[src/rtl/logic_func_identifier.sv]
// Identifies which 4-bit logic-unit select code produced a stream of (a, b, f) samples.
// Optional early termination on <=1 candidate is enabled by defining LOGIC_ID_EARLY_EXIT_EN.
module logic_func_identifier #(
    parameter int MAX_SAMPLES = 8
) (
    input  logic        clk,
    input  logic        rst,
    input  logic        start,
    input  logic        in_valid,
    output logic        in_ready,
    input  logic [3:0]  in_a,
    input  logic [3:0]  in_b,
    input  logic [3:0]  in_f,
    output logic        done,
    output logic        found,
    output logic [3:0]  func_code,
    output logic [15:0] cand_mask,
    output logic [7:0]  sample_cnt
);

    typedef enum logic [1:0] {
        S_IDLE    = 2'd0,
        S_COLLECT = 2'd1,
        S_DONE    = 2'd2
    } state_t;

    localparam logic [7:0] MAX_CNT = 8'(MAX_SAMPLES);

    function automatic logic [3:0] f_eval(input logic [3:0] code, input logic [3:0] a,
                                          input logic [3:0] b);
        logic [3:0] res;
        case (code)
            4'd0:    res = ~a;
            4'd1:    res = ~(a | b);
            4'd2:    res = ~a & b;
            4'd3:    res = 4'b0000;
            4'd4:    res = ~(a & b);
            4'd5:    res = ~b;
            4'd6:    res = a ^ b;
            4'd7:    res = a & ~b;
            4'd8:    res = ~a | b;
            4'd9:    res = ~(a ^ b);
            4'd10:   res = b;
            4'd11:   res = a & b;
            4'd12:   res = 4'b1111;
            4'd13:   res = a | ~b;
            4'd14:   res = a | b;
            default: res = a;
        endcase
        return res;
    endfunction

    state_t      r_state;
    state_t      w_state_next;
    logic        r_done;
    logic        r_found;
    logic [3:0]  r_func_code;
    logic [15:0] r_cand_mask;
    logic [7:0]  r_sample_cnt;

    logic [15:0] w_match;
    logic [15:0] w_mask_next;
    logic [7:0]  w_cnt_next;
    logic [4:0]  w_pop;
    logic [3:0]  w_low;
    logic        w_accept;
    logic        w_early;
    logic        w_term;

    // One comparator per candidate select code
    generate
        for (genvar gi = 0; gi < 16; gi++) begin : g_match
            assign w_match[gi] = (f_eval(4'(gi), in_a, in_b) == in_f);
        end
    endgenerate

    assign w_accept    = in_valid & in_ready;
    assign w_mask_next = r_cand_mask & w_match;
    assign w_cnt_next  = r_sample_cnt + 8'd1;

    always_comb begin
        w_pop = '0;
        w_low = '0;
        for (int k = 0; k < 16; k++) begin
            w_pop = w_pop + 5'(w_mask_next[k]);
        end
        for (int k = 15; k >= 0; k--) begin
            if (w_mask_next[k]) w_low = 4'(k);
        end
    end

`ifdef LOGIC_ID_EARLY_EXIT_EN
    assign w_early = (w_pop <= 5'd1);
`else
    assign w_early = 1'b0;
`endif

    assign w_term = (w_cnt_next == MAX_CNT) | w_early;

    always_ff @(posedge clk or posedge rst) begin
        if (rst) r_state <= S_IDLE;
        else     r_state <= w_state_next;
    end

    always_comb begin
        w_state_next = r_state;
        if (start) begin
            w_state_next = S_COLLECT;
        end else if (r_state == S_COLLECT && w_accept && w_term) begin
            w_state_next = S_DONE;
        end
    end

    always_comb begin
        in_ready = (r_state == S_COLLECT) & ~start;
    end

    // Result registers load on the same edge that accepts the terminating sample
    always_ff @(posedge clk or posedge rst) begin
        if (rst) begin
            r_done       <= 1'b0;
            r_found      <= 1'b0;
            r_func_code  <= '0;
            r_cand_mask  <= 16'hFFFF;
            r_sample_cnt <= '0;
        end else if (start) begin
            r_done       <= 1'b0;
            r_found      <= 1'b0;
            r_func_code  <= '0;
            r_cand_mask  <= 16'hFFFF;
            r_sample_cnt <= '0;
        end else if (w_accept) begin
            r_cand_mask  <= w_mask_next;
            r_sample_cnt <= w_cnt_next;
            if (w_term) begin
                r_done      <= 1'b1;
                r_found     <= (w_pop == 5'd1);
                r_func_code <= w_low;
            end
        end
    end

    assign done       = r_done;
    assign found      = r_found;
    assign func_code  = r_func_code;
    assign cand_mask  = r_cand_mask;
    assign sample_cnt = r_sample_cnt;

endmodule

[config.mk]
export PLATFORM = sky130hd
export DESIGN_NAME = logic_func_identifier
export DESIGN_NICKNAME = d
export VERILOG_FILES = /design/src/rtl/logic_func_identifier.sv
export SDC_FILE = /design/constraint.sdc
export NUM_CORES = 1
export LEC_CHECK = 0
export BUFFER_PORTS_ARGS = -buffer_cell sky130_fd_sc_hd__buf_2
export CORE_MARGIN = 2
export CORE_UTILIZATION = 45
export CTS_CLUSTER_DIAMETER = 30
export DETAILED_ROUTE_END_ITERATION = 8
export GPL_ROUTABILITY_DRIVEN = 0
export PLACE_DENSITY = 0.65
export SYNTH_ARGS = -nofsm -noshare
export SYNTH_HDL_FRONTEND = slang
export SYNTH_SLANG_ARGS = --single-unit
[constraint.sdc]
create_clock -name clk -period 6.65 [get_ports clk]
set_input_delay 0 -clock clk [delete_from_list [all_inputs] [get_ports clk]]
set_output_delay 0 -clock clk [all_outputs]
set_load 0.005 [all_outputs]
==> results of run 1 <==
-- worst max path at each step --
stage / start / endpoint / cells after the start
after global routing: cand_mask[0]$_DFFE_PP1P_ / found$_DFFE_PP0P_ / 13
after CTS: cand_mask[0]$_DFFE_PP1P_ / found$_DFFE_PP0P_ / 13
after global placement: in_a[2] / found$_DFFE_PP0P_ / 17
final: cand_mask[0]$_DFFE_PP1P_ / found$_DFFE_PP0P_ / 13
after floorplan: cand_mask[5]$_DFFE_PP1P_ / found$_DFFE_PP0P_ / 12
after detailed placement: in_a[2] / found$_DFFE_PP0P_ / 17
-- metrics by stage --
| step | instances | utilization (%) | hold slack [ns] | area (um2) | setup slack, ns |
|---|---|---|---|---|---|
| after global placement | 382 | 51.5 | 0.106 | 2850 | 2.23 |
| after detailed placement | 382 | 51.5 | 0.105 | 2850 | 2.15 |
| after global routing | 391 | 53.6 | 0.232 | 2970 | 1.96 |
| final | 391 | 53.6 | 0.213 | 2970 | 2.23 |
| after CTS | 391 | 53.6 | 0.213 | 2970 | 2.19 |
| after floorplan | 274 | - | 0.104 | 2600 | 2.52 |
-- kinds of logic (layout without fill, tap and decap cells) --
family | count (synthesis) | in the layout | synth area share, %
AO/OA/AOI/OAI | 38 | 38 | 11.0
XOR/XNOR | 35 | 35 | 11.8
flip-flops | 32 | 32 | 31.6
buffers and inverters | 41 | 86 | 7.13
AND/OR/NAND/NOR | 96 | 96 | 20.1
adder cells (fa/ha/maj) | 32 | 32 | 18.3
-- power by group --
group	switching [mW]	total, mW	internal (mW)
Combinational	0.0786	0.133	0.0548
Sequential	0.00824	0.218	0.210
Clock	0.0748	0.186	0.111
Total	0.162	0.538	0.376
-- state kept, by name (all words and copies together), names as in the netlist --
name / cells
cand_mask: 16
sample_cnt: 8
func_code: 4
r_state: 2
done: 1
found: 1
-- worst max-delay path, cell delays in order, from the launching register on --
cell,delay [ns]
dfstp_2,0.55
nand2_1,0.05
nor3_1,0.45
fa_1,0.52
inv_1,0.10
fa_1,0.44
fa_1,0.48
fa_1,0.49
inv_1,0.04
ha_1,0.20
fa_1,0.43
nor4b_1,0.34
nand3b_1,0.12
a21oi_1,0.13
-- area by class of cell --
| type | count | area, um2 | share of cell area [%] |
|---|---|---|---|
| multi-input cells | 201 | 1590 | 53.6 |
| clock inverters | 2 | 35.0 | 1.18 |
| well taps | 72 | 90.1 | 3.03 |
| flip-flops and latches | 32 | 821 | 27.6 |
| repair buffers | 48 | 248 | 8.34 |
| clock buffers | 6 | 72.6 | 2.44 |
| inverters | 30 | 113 | 3.79 |
-- cells in the mapped netlist (2+ instances only) --
master / instances / area (um2)
nand2_1: 30 / 113
inv_1: 28 / 105
ha_1: 22 / 275
xor2_1: 18 / 158
xnor2_1: 17 / 149
dfrtp_1: 16 / 400
dfstp_2: 16 / 420
nor2_1: 15 / 56.3
a21oi_1: 13 / 65.1
nand4_1: 11 / 68.8
fa_1: 10 / 200
nand3_1: 9 / 45.0
nor3_1: 6 / 30.0
a21o_1: 5 / 37.5
clkbuf_1: 5 / 18.8
nor2b_1: 5 / 31.3
and3_1: 3 / 18.8
buf_6: 3 / 33.8
o21ai_0: 3 / 15.0
a211o_1: 2 / 17.5
buf_4: 2 / 15.0
nand2b_1: 2 / 12.5
nand3b_1: 2 / 15.0
nor3b_1: 2 / 15.0
nor4_1: 2 / 12.5
nor4_4: 2 / 42.5
o21ai_1: 2 / 10.0
o22ai_1: 2 / 12.5
-- per-layer routing --
metal | track usage (%) | part of all wire [%] | vias up
met4 | 4.58 | 1.2 | 0
met2 | 32.9 | 47 | 60
met5 | 0 | 0 | -
met3 | 4.07 | 5.5 | 9
li1 | - | - | 1004
met1 | 28.5 | 47 | 1000
-- repair_timing --
action / in CTS / in global routing
buffers inserted: 0 / 0
hold endpoints to repair: 16 / 0
hold buffers: 1 / 0
setup endpoints to repair: 0 / 0
==> flow_results.org, run 1 <==
** Outcome
- The run finished with clean final reports.

** Clock tree
- Clock Tree Root :: clkbuf_8
- TritonCTS clock tree :: done
- # H-tree levels :: 2
- Resize count post-CTS :: 0
- Counting every sink on the clock net gives 32.
- Clock-pin slew was measured on the worst setup and hold paths at 0.07 ns.
- Counting along the longest clock path gives a buffer depth of 2.
- Counting the buffers created by CTS gives 5.
- Source-to-sink clock delay at the later pin of the worst-skew pair :: 0.29 ns

** Setup path
- In this run the critical register-to-register path is captured at found$_DFFE_PP0P_.
- The worst setup path is of the register to register kind.
- Crit path capture type :: register
- The worst register-to-register path has a setup slack of 2.23 ns.
- In this run the critical register-to-register path is launched from cand_mask[0]$_DFFE_PP1P_.
- Maximum fanout along the worst path :: 3
- At the worst endpoint, the arrival time is 4.63 ns.
- Worst Reg2Reg Path Length in Cells :: 13
- Req. time, crit path :: 6.86 ns
- STA classifies the critical path startpoint as a register.

** Timing
- Hold Violations, Final :: 0
- For this run, the top clock speed supported by timing is 226 MHz.
- Setup repair after global routing left no endpoint under its margin.
- Setup violations remaining at the end of the flow were counted as 0.
- Pin slew with the least headroom to its limit :: 0.744 ns
- In the final timing run, aggregate negative setup slack is 0 ns.
- Tightest slew margin relative to the limit :: 50.3%
- Clock Skew :: 0.00834 ns
- In the finished design, the share of the clock period the worst path needs comes to 66.4%.
- The final-report max-slew violation count is 0.
- The smallest clock period supported by the final layout is computed as 4.42 ns.

** Min path
- Hold endpoint :: sample_cnt[7]$_DFFE_PP0P_
- Kind of path behind the tightest hold check :: input pin to register
- Worst min-delay path startpoint :: start
- Hold depth :: 2

** Synthesis
- Counting every instance in the synthesized netlist gives 274.
- Share of synthesized flip-flops with an asynchronous set or reset :: 100%
- For this run, the leading register cell type out of synthesis is dfstp_2.
- Counting every net in the synthesized netlist gives 322.
- Counting distinct cell types in the post-synthesis netlist gives 49.
- Flops & latches, synth :: 32
- The synthesized design contains 0 enable-type register cells.
- Sequential-to-total area share from yosys stat :: 31.6%
- Synth warnings :: 0
- Average size of a mapped cell :: 9.48 um2
- After synthesis the cells add up to 2600 um2.

** Global route
- The number of antenna violations at the first check in global routing was 0.
- Entering global routing, the biggest net connects 34 pins.
- The first global-routing pass estimated 10,000 um of wire.
- The via count of the first global-routing pass is 2,022.
- Global routing used 20.5% of the available tracks across all layers.
- After global routing the overflow that remains totals 0.

** Floorplan
- The floorplan step defined a die boundary enclosing 6390 um2.
- Y dimension of the die :: 80.0 um
- Starting utilization of the core area :: 46.9%
- Core region area :: 5540 um2
- Die extent in x :: 80.0 um
- Pin placement for this block handled 47 I/O pins.
- The floorplan has 27 rows.

** Finish
- In the layout the commonest cells are buf_2, nand2_1, inv_1.
- Most frequent standard cell in the layout excluding fill and tap cells :: buf_2
- 0 antenna diodes ended up in the layout.
- Fillcell total :: 534
- Number of nets in the layout :: 366
- From synthesis to final layout, the design area changed by 14.4%.
- The post-route netlist has 25.1% of its cells at a drive strength greater than 1.

** Drt
- Antenna Violating Nets Remaining :: 0
- Overall via count from detail_route :: 2,073
- After detailed routing, the total wire length is 5940 um.
- In the routed design, unresolved DRC markers number 0.
- Detailed Routing Iterations Pass 1 :: 4
- Initial DRC count :: 107
- Dividing the detail-routed wire length by the instance count gives 15.2 um.
- Number of vias per cell :: 5.30

** Run
- Number of maximum-capacitance violations :: 0

** Pwr
- Standby leakage power :: 1.44 nW
- The worst-case IR drop observed on VDD is 0.000134 V.
- Power density of the placed cells :: 181 nW/um2
- Power consumption :: 0.538 mW

** Placement
- Post-DP HPWL :: 4540 um
- Port Buffer Count :: 46
No activity file was read; power rests on OpenSTA's default activity.
==> inputs of run 2 (changes only) <==
PLACE_DENSITY = 0.67   (was 0.65)
clock period = 3.86 ns   (was 6.65 ns; I/O delays follow)
==> flow_results.org, run 2 (synthesis results as in run 1) <==
** Outcome
- Result of the run :: finished with violations
- The checks that failed: negative setup slack.

** Floorplan
- The row count was 27 (unchanged).
- Boundary Pins :: 47 (unchanged)
- Total Die Area :: 6390 um2 (unchanged)
- Starting utilization of the core area :: 46.9% (unchanged)
- The vertical die dimension was 80.0 um (unchanged).
- The horizontal die dimension is 80.0 um (unchanged).
- Core region area :: 5540 um2 (unchanged)

** Clock tree
- The maximum root-to-sink buffer count was 2 (unchanged).
- Clock-pin slew of the registers on the worst-case setup and hold paths :: 0.07 ns (about the same)
- TritonCTS clock tree :: done
- The H-tree depth reported by CTS is 2 (unchanged).
- Clock sinks :: 32 (unchanged)
- The clock latency on the worst-skew pair is 0.29 ns (about the same).
- Setup fix buffers added after clock tree synthesis :: 0 (unchanged)
- Number of buffers inserted during clock tree synthesis :: 5 (unchanged)
- Clock Tree Root :: clkbuf_8

** Global route
- Overflow left after global routing :: 0 (unchanged)
- Overall routing resource usage :: 23.3% (+2.8 points)
- The pin count of the biggest net entering global routing is 34 (unchanged).
- The global-route wire length before repair came to 11,300 um (+13%).
- Number of global-route vias before repair :: 2,343 (+16%)
- The number of antenna violations at the first check in global routing was 0 (unchanged).

** Setup path
- Nature of the critical path startpoint :: register
- Worst Reg2Reg Path Length in Cells :: 11 (-2)
- STA classifies the critical path endpoint as a register.
- The register-to-register setup slack was -0.26 ns (-2.50 ns).
- By startpoint and endpoint, the worst setup path is classified as register to register.
- Worst reg2reg startpoint :: cand_mask[5]$_DFFE_PP1P_
- The worst register-to-register path ends at found$_DFFE_PP0P_.
- Maximum fanout along the worst path :: 2 (-1)
- The required time reported for the critical path endpoint came to 4.07 ns (-2.79 ns).
- The critical path starts at cand_mask[5]$_DFFE_PP1P_.
- The endpoint arrival time on the critical path came to 4.33 ns (-0.30 ns).

** Drt
- The routed via count divided by cell count is 5.22 (-1.5%).
- Final Routed Wirelength :: 6700 um (+13%)
- The via count is 2,266 (+9.3%).
- Initial DRC count :: 131 (+22%)
- The remaining antenna violation count is 0 (unchanged).
- The count of unresolved DRC violations after routing came to 0 (unchanged).
- Detailed Routing Iterations Pass 1 :: 4 (unchanged)
- Post-detailed-route wirelength per cell :: 15.4 um (+1.7%)

** Pwr
- The switching portion of total power is 30.1% (+0.043 points).
- Switching power summed over all nets :: 0.296 mW (+83%)
- Power density of the placed cells :: 295 nW/um2 (+63%)
- The highest ir drop seen on vdd was 0.000263 V (+96%).
- Design internal power :: 0.687 mW (+83%)
- The part of the total power dissipated in combinational logic came to 29.2% (+4.4 points).
- The reported leakage power came to 1.65 nW (+14%).
- Sequential Power Share :: 38.2% (-2.4 points)
- Clock network fraction of total power :: 32.6% (-2.0 points)

** Timing
- Final setup viols :: 1 (+1)
- Final max-slew violation count :: 0 (unchanged)
- Setup repair after global routing missed its margin :: true
- Clock Skew :: 0.00731 ns (-0.00102 ns)
- Final worst path period share :: 107% (+40 points)
- The least setup slack across all paths after layout was -0.264 ns (-2.50 ns).
- The headroom to the max-slew limit came to 50.1% (-0.15 points).
- F_max :: 242 MHz (+7.1%)
- The final critical delay including setup and external delays came to 4.12 ns (-0.294 ns).
- The setup TNS was -0.264 ns (-0.264 ns).
- Hold Violations, Final :: 0 (unchanged)
- Pin slew with the least headroom to its limit :: 0.746 ns (+0.00224 ns)

** Finish
- The post-route core utilization is 60.2% (+6.6 points).
- Top library cells by usage in the layout, fill and taps aside :: buf_2, buf_4, nand2_1
- The total of fill cells in the finished design came to 509 (-4.7%).
- Most frequent standard cell in the layout excluding fill and tap cells :: buf_2
- The post-layout net count came to 409 (+12%).
- Diode insertion count for antenna repair :: 0 (unchanged)
- Fraction of final layout cells sized beyond drive strength 1 :: 35.9% (+11 points)
- Relative to the synthesized area, the layout overhead comes to 28.4%.
- Max reg flops :: 16 (unchanged)

** Min path
- The min-delay analysis places its worst path in the category input pin to register.
- Worst min-delay path startpoint :: start
- Hold depth :: 2 (unchanged)
- Hold endpoint :: sample_cnt[6]$_DFFE_PP0P_

** Placement
- The port buffer count came to 46 (unchanged).
- Post-DP HPWL :: 5280 um (+16%)

** Run
- The max-cap violation count was 0 (unchanged).
## run 2: power by group through the flow
stage	registers, mW	logic (mW)	clock network, mW
3_3_place_gp	0.380	0.269	0
3_5_place_dp	0.381	0.276	0
6_report	0.375	0.288	0.320
4_1_cts	0.375	0.288	0.328
2_1_floorplan	0.380	0.169	0
5_1_grt	0.377	0.322	0.348
## run 2: what timing repair did
| item | in CTS | in global routing |
|---|---|---|
| hold endpoints to repair | 16 | 0 |
| gates resized for setup | 5 | 1 |
| hold buffers | 1 | 0 |
| pin swaps | 8 | 3 |
| setup endpoints to repair | 1 | 1 |
## run 2: cell type report
| class | count | area, um2 | share of cell area [%] |
|---|---|---|---|
| inverters | 30 | 113 | 3.38 |
| well taps | 72 | 90.1 | 2.70 |
| flip-flops and latches | 32 | 821 | 24.6 |
| multi-input cells | 201 | 1620 | 48.5 |
| repair buffers | 91 | 583 | 17.5 |
| clock buffers | 5 | 68.8 | 2.06 |
| clock inverters | 3 | 42.5 | 1.28 |
## run 2: worst max path at each step
| stage | depth (start not counted) | endpoint | slack, ns |
|---|---|---|---|
| final | 11 | found$_DFFE_PP0P_ | -0.26 |
| after global routing | 11 | found$_DFFE_PP0P_ | -0.44 |
| after CTS | 11 | found$_DFFE_PP0P_ | -0.33 |
| after detailed placement | 16 | found$_DFFE_PP0P_ | -0.47 |
| after global placement | 16 | found$_DFFE_PP0P_ | -0.37 |
| after floorplan | 12 | found$_DFFE_PP0P_ | -0.24 |
## run 2: critical path: stages (launching register included)
cell	delay, ns
dfstp_2	0.53
or3b_4	0.39
fa_1	0.57
fa_1	0.44
fa_1	0.49
fa_1	0.50
inv_2	0.04
ha_4	0.16
fa_1	0.47
nor4b_2	0.22
nand3b_1	0.10
a21oi_1	0.14
## run 2: layer usage
metal  part of all wire [%]  wire [um]  track usage [%]
met2                     47       3150             38.0
met4                    1.9        125             6.44
met3                    6.1        412             6.00
met5                      0          0                0
met1                     45       3020             30.5
## run 2: metrics by stage
step | setup slack (ns) | std cells | cell area (um2) | hold slack (ns) | total power [mW]
global placement | -0.367 | 425 | 3190 | 0.0984 | 0.650
detailed placement | -0.469 | 425 | 3190 | 0.103 | 0.657
global route | -0.436 | 434 | 3330 | 0.229 | 1.05
floorplan | -0.241 | 274 | 2600 | 0.104 | 0.549
finish | -0.264 | 434 | 3330 | 0.192 | 0.983
CTS | -0.330 | 434 | 3330 | 0.201 | 0.991
==> inputs of run 3 (changes only) <==
SKIP_LAST_GASP = 1   (was unset)
==> flow_results.org, run 3 (synthesis results as in run 1) <==
** Outcome
- The run finished, with violations left.
- The final reports fail on negative setup slack.

** Placement
- The instance area at placement came to 3190 um2 (unchanged).
- The port buffer count came to 46 (unchanged).
- Placed cells :: 425 (unchanged)
- Post-DP HPWL :: 5280 um (unchanged)

** Timing
- Tightest slew margin relative to the limit :: 49.9% (-0.19 points)
- F_max :: 242 MHz (-0.15%)
- The worst clock skew was 0.00773 ns (+0.000414 ns).
- Final setup viols :: 1 (unchanged)
- Final max-slew violation count :: 0 (unchanged)
- Pin slew with the least headroom to its limit :: 0.749 ns (+0.00287 ns)
- The final critical delay including setup and external delays was 4.13 ns (+0.00637 ns).
- Final critical-path setup slack :: -0.270 ns (-0.00637 ns)
- The final count of hold timing violations is 0 (unchanged).
- The period utilization is 107% (+0.17 points).
- Setup repair after global routing could not meet its margin everywhere.

** Floorplan
- The initial cell density of the core is 46.9% (unchanged).
- Core region area :: 5540 um2 (unchanged)
- The floorplan die area was 6390 um2 (unchanged).
- Y dimension of the die :: 80.0 um (unchanged)
- Boundary Pins :: 47 (unchanged)
- The horizontal die dimension is 80.0 um (unchanged).
- Number of rows created at floorplan :: 27 (unchanged)

** Finish
- Max reg flops :: 16 (unchanged)
- Fraction of final layout cells sized beyond drive strength 1 :: 35.4% (-0.55 points)
- Share of the core filled with cells :: 60.2% (unchanged)
- The register cell area after layout came to 821 um2 (unchanged).
- The total of fill cells in the finished design is 509 (unchanged).
- Post-route design area :: 3330 um2 (unchanged)
- Most frequent standard cell in the layout excluding fill and tap cells :: buf_2
- The post-layout net count was 409 (unchanged).
- Post-synthesis to final-layout area growth :: 28.4% (unchanged)
- Area occupied by multi-input gates :: 1620 um2 (unchanged)
- The top cell types in the final layout, fill and taps aside, are buf_2, buf_4, nand2_1.
- Finished Layout Cells :: 434 (unchanged)
- Diode insertion count for antenna repair :: 0 (unchanged)

** Clock tree
- Clock Tree Root :: clkbuf_8
- The clock latency on the worst-skew pair was 0.29 ns (about the same).
- The total clock sinks is 32 (unchanged).
- Clock-pin slew of the registers on the worst-case setup and hold paths :: 0.07 ns (about the same)
- The H-tree depth reported by CTS came to 2 (unchanged).
- Number of buffers inserted during clock tree synthesis :: 5 (unchanged)
- TritonCTS clock tree :: done
- The maximum root-to-sink buffer count was 2 (unchanged).

** Setup path
- The required time reported for the critical path endpoint came to 4.07 ns (about the same).
- STA classifies the critical path startpoint as a register.
- By startpoint and endpoint, the worst setup path is classified as register to register.
- Maximum fanout along the worst path :: 2 (unchanged)
- STA classifies the critical path endpoint as a register.
- The depth of the most critical reg-to-reg path is 12 (+1).
- Critical path data arrival time :: 4.34 ns (about the same)

** Run
- Number of maximum-capacitance violations :: 0 (unchanged)

** Drt
- Detailed Routing Iterations Pass 1 :: 4 (unchanged)
- Post-detailed-route wirelength per cell :: 15.4 um (-0.16%)
- The via count came to 2,267 (+0.044%).
- Residual DRC :: 0 (unchanged)
- Number of vias per cell :: 5.22 (about the same)
- The iteration-0 DRC count of the detailed router came to 142 (+8.4%).
- Final Routed Wirelength :: 6690 um (-0.16%)
- Antenna Violating Nets Remaining :: 0 (unchanged)

** Pwr
- The reported leakage power is 1.65 nW (+0.19%).
- Logic gate share of total power :: 29.0% (-0.2 points)
- Switching power summed over all nets :: 0.295 mW (-0.42%)
- The internal power component was 0.686 mW (-0.22%).
- The highest ir drop seen on vdd came to 0.000263 V (about the same).
- Clock network fraction of total power :: 32.7% (about the same)
- The total power divided by cell area was 294 nW/um2 (-0.28%).
- Sequential Power Share :: 38.3% (about the same)
- The switching portion of total power is 30.1% (-0.042 points).

** Min path
- Hold depth :: 2 (unchanged)
- The min-delay analysis places its worst path in the category input pin to register.

** Global route
- Overflow left after global routing :: 0 (unchanged)
- Overall routing resource usage :: 23.3% (unchanged)
- The pin count of the biggest net entering global routing is 34 (unchanged).
- Number of global-route vias before repair :: 2,343 (unchanged)
- The number of antenna violations at the first check in global routing is 0 (unchanged).
- First-pass GRT wire length :: 11,300 um (unchanged)
[run 3: final timing paths]
| check | slack, ns | startpoint | endpoint |
|---|---|---|---|
| setup / recovery | -0.27 | cand_mask[13]$_DFFE_PP1P_ | found$_DFFE_PP0P_ |
| setup reg to reg | -0.27 | cand_mask[13]$_DFFE_PP1P_ | found$_DFFE_PP0P_ |
| hold reg to reg | 0.49 | cand_mask[0]$_DFFE_PP1P_ | cand_mask[0]$_DFFE_PP1P_ |
| hold / removal | 0.20 | start | sample_cnt[6]$_DFFE_PP0P_ |
| max in group asynchronous | 3.20 | rst | cand_mask[8]$_DFFE_PP1P_ |
| min in group asynchronous | 0.33 | rst | sample_cnt[6]$_DFFE_PP0P_ |
[run 3: per-stage QoR]
| step | setup WS (ns) | total power [mW] | hold slack [ns] | setup TNS, ns |
|---|---|---|---|---|
| 6_report | -0.270 | 0.981 | 0.197 | -0.270 |
| 5_1_grt | -0.443 | 1.04 | 0.229 | -0.443 |
| 4_1_cts | -0.339 | 0.989 | 0.201 | -0.339 |
| 3_5_place_dp | -0.469 | 0.657 | 0.103 | -0.469 |
| 3_3_place_gp | -0.367 | 0.650 | 0.0984 | -0.367 |
| 2_1_floorplan | -0.241 | 0.549 | 0.104 | -0.241 |
[run 3: routing by layer]
layer | GRT usage, % | vias to the layer above | routed length, um
met5 | 0 | - | 0
met4 | 6.44 | 0 | 125
met3 | 6.00 | 11 | 375
met2 | 38.0 | 64 | 3150
met1 | 30.5 | 1096 | 3040
li1 | - | 1096 | -
[run 3: area by class of cell]
| type | count | share of cell area, % |
|---|---|---|
| sequential | 32 | 24.6 |
| clock buffer | 5 | 2.06 |
| tap | 72 | 2.70 |
| timing repair buffer | 91 | 17.5 |
| multi-input combinational | 201 | 48.5 |
| inverter | 30 | 3.38 |
| clock inverter | 3 | 1.28 |
[run 3: power groups by stage]
stage | logic, mW | registers [mW] | clock network (mW)
floorplan | 0.169 | 0.380 | 0
global placement | 0.269 | 0.380 | 0
detailed placement | 0.276 | 0.381 | 0
CTS | 0.285 | 0.375 | 0.328
global route | 0.319 | 0.377 | 0.348
finish | 0.284 | 0.375 | 0.321
[run 3: timing repair]
| action | in CTS | in global routing |
|---|---|---|
| hold endpoints to repair | 16 | 0 |
| pin swaps | 8 | 7 |
| hold buffers | 1 | 0 |
| setup endpoints to repair | 1 | 1 |
| resized for setup | 3 | 1 |
| buffers inserted | 0 | 0 |
[run 3: worst max-delay path: stages (launching register included)]
cell and delay, ns:
dfstp_2 0.54, inv_1 0.06, or3_4 0.34, fa_1 0.58, fa_1 0.44, fa_1 0.49, fa_1 0.49, inv_1 0.06
ha_4 0.16, fa_1 0.45, nor4b_2 0.22, nand3b_1 0.10, a21oi_1 0.12
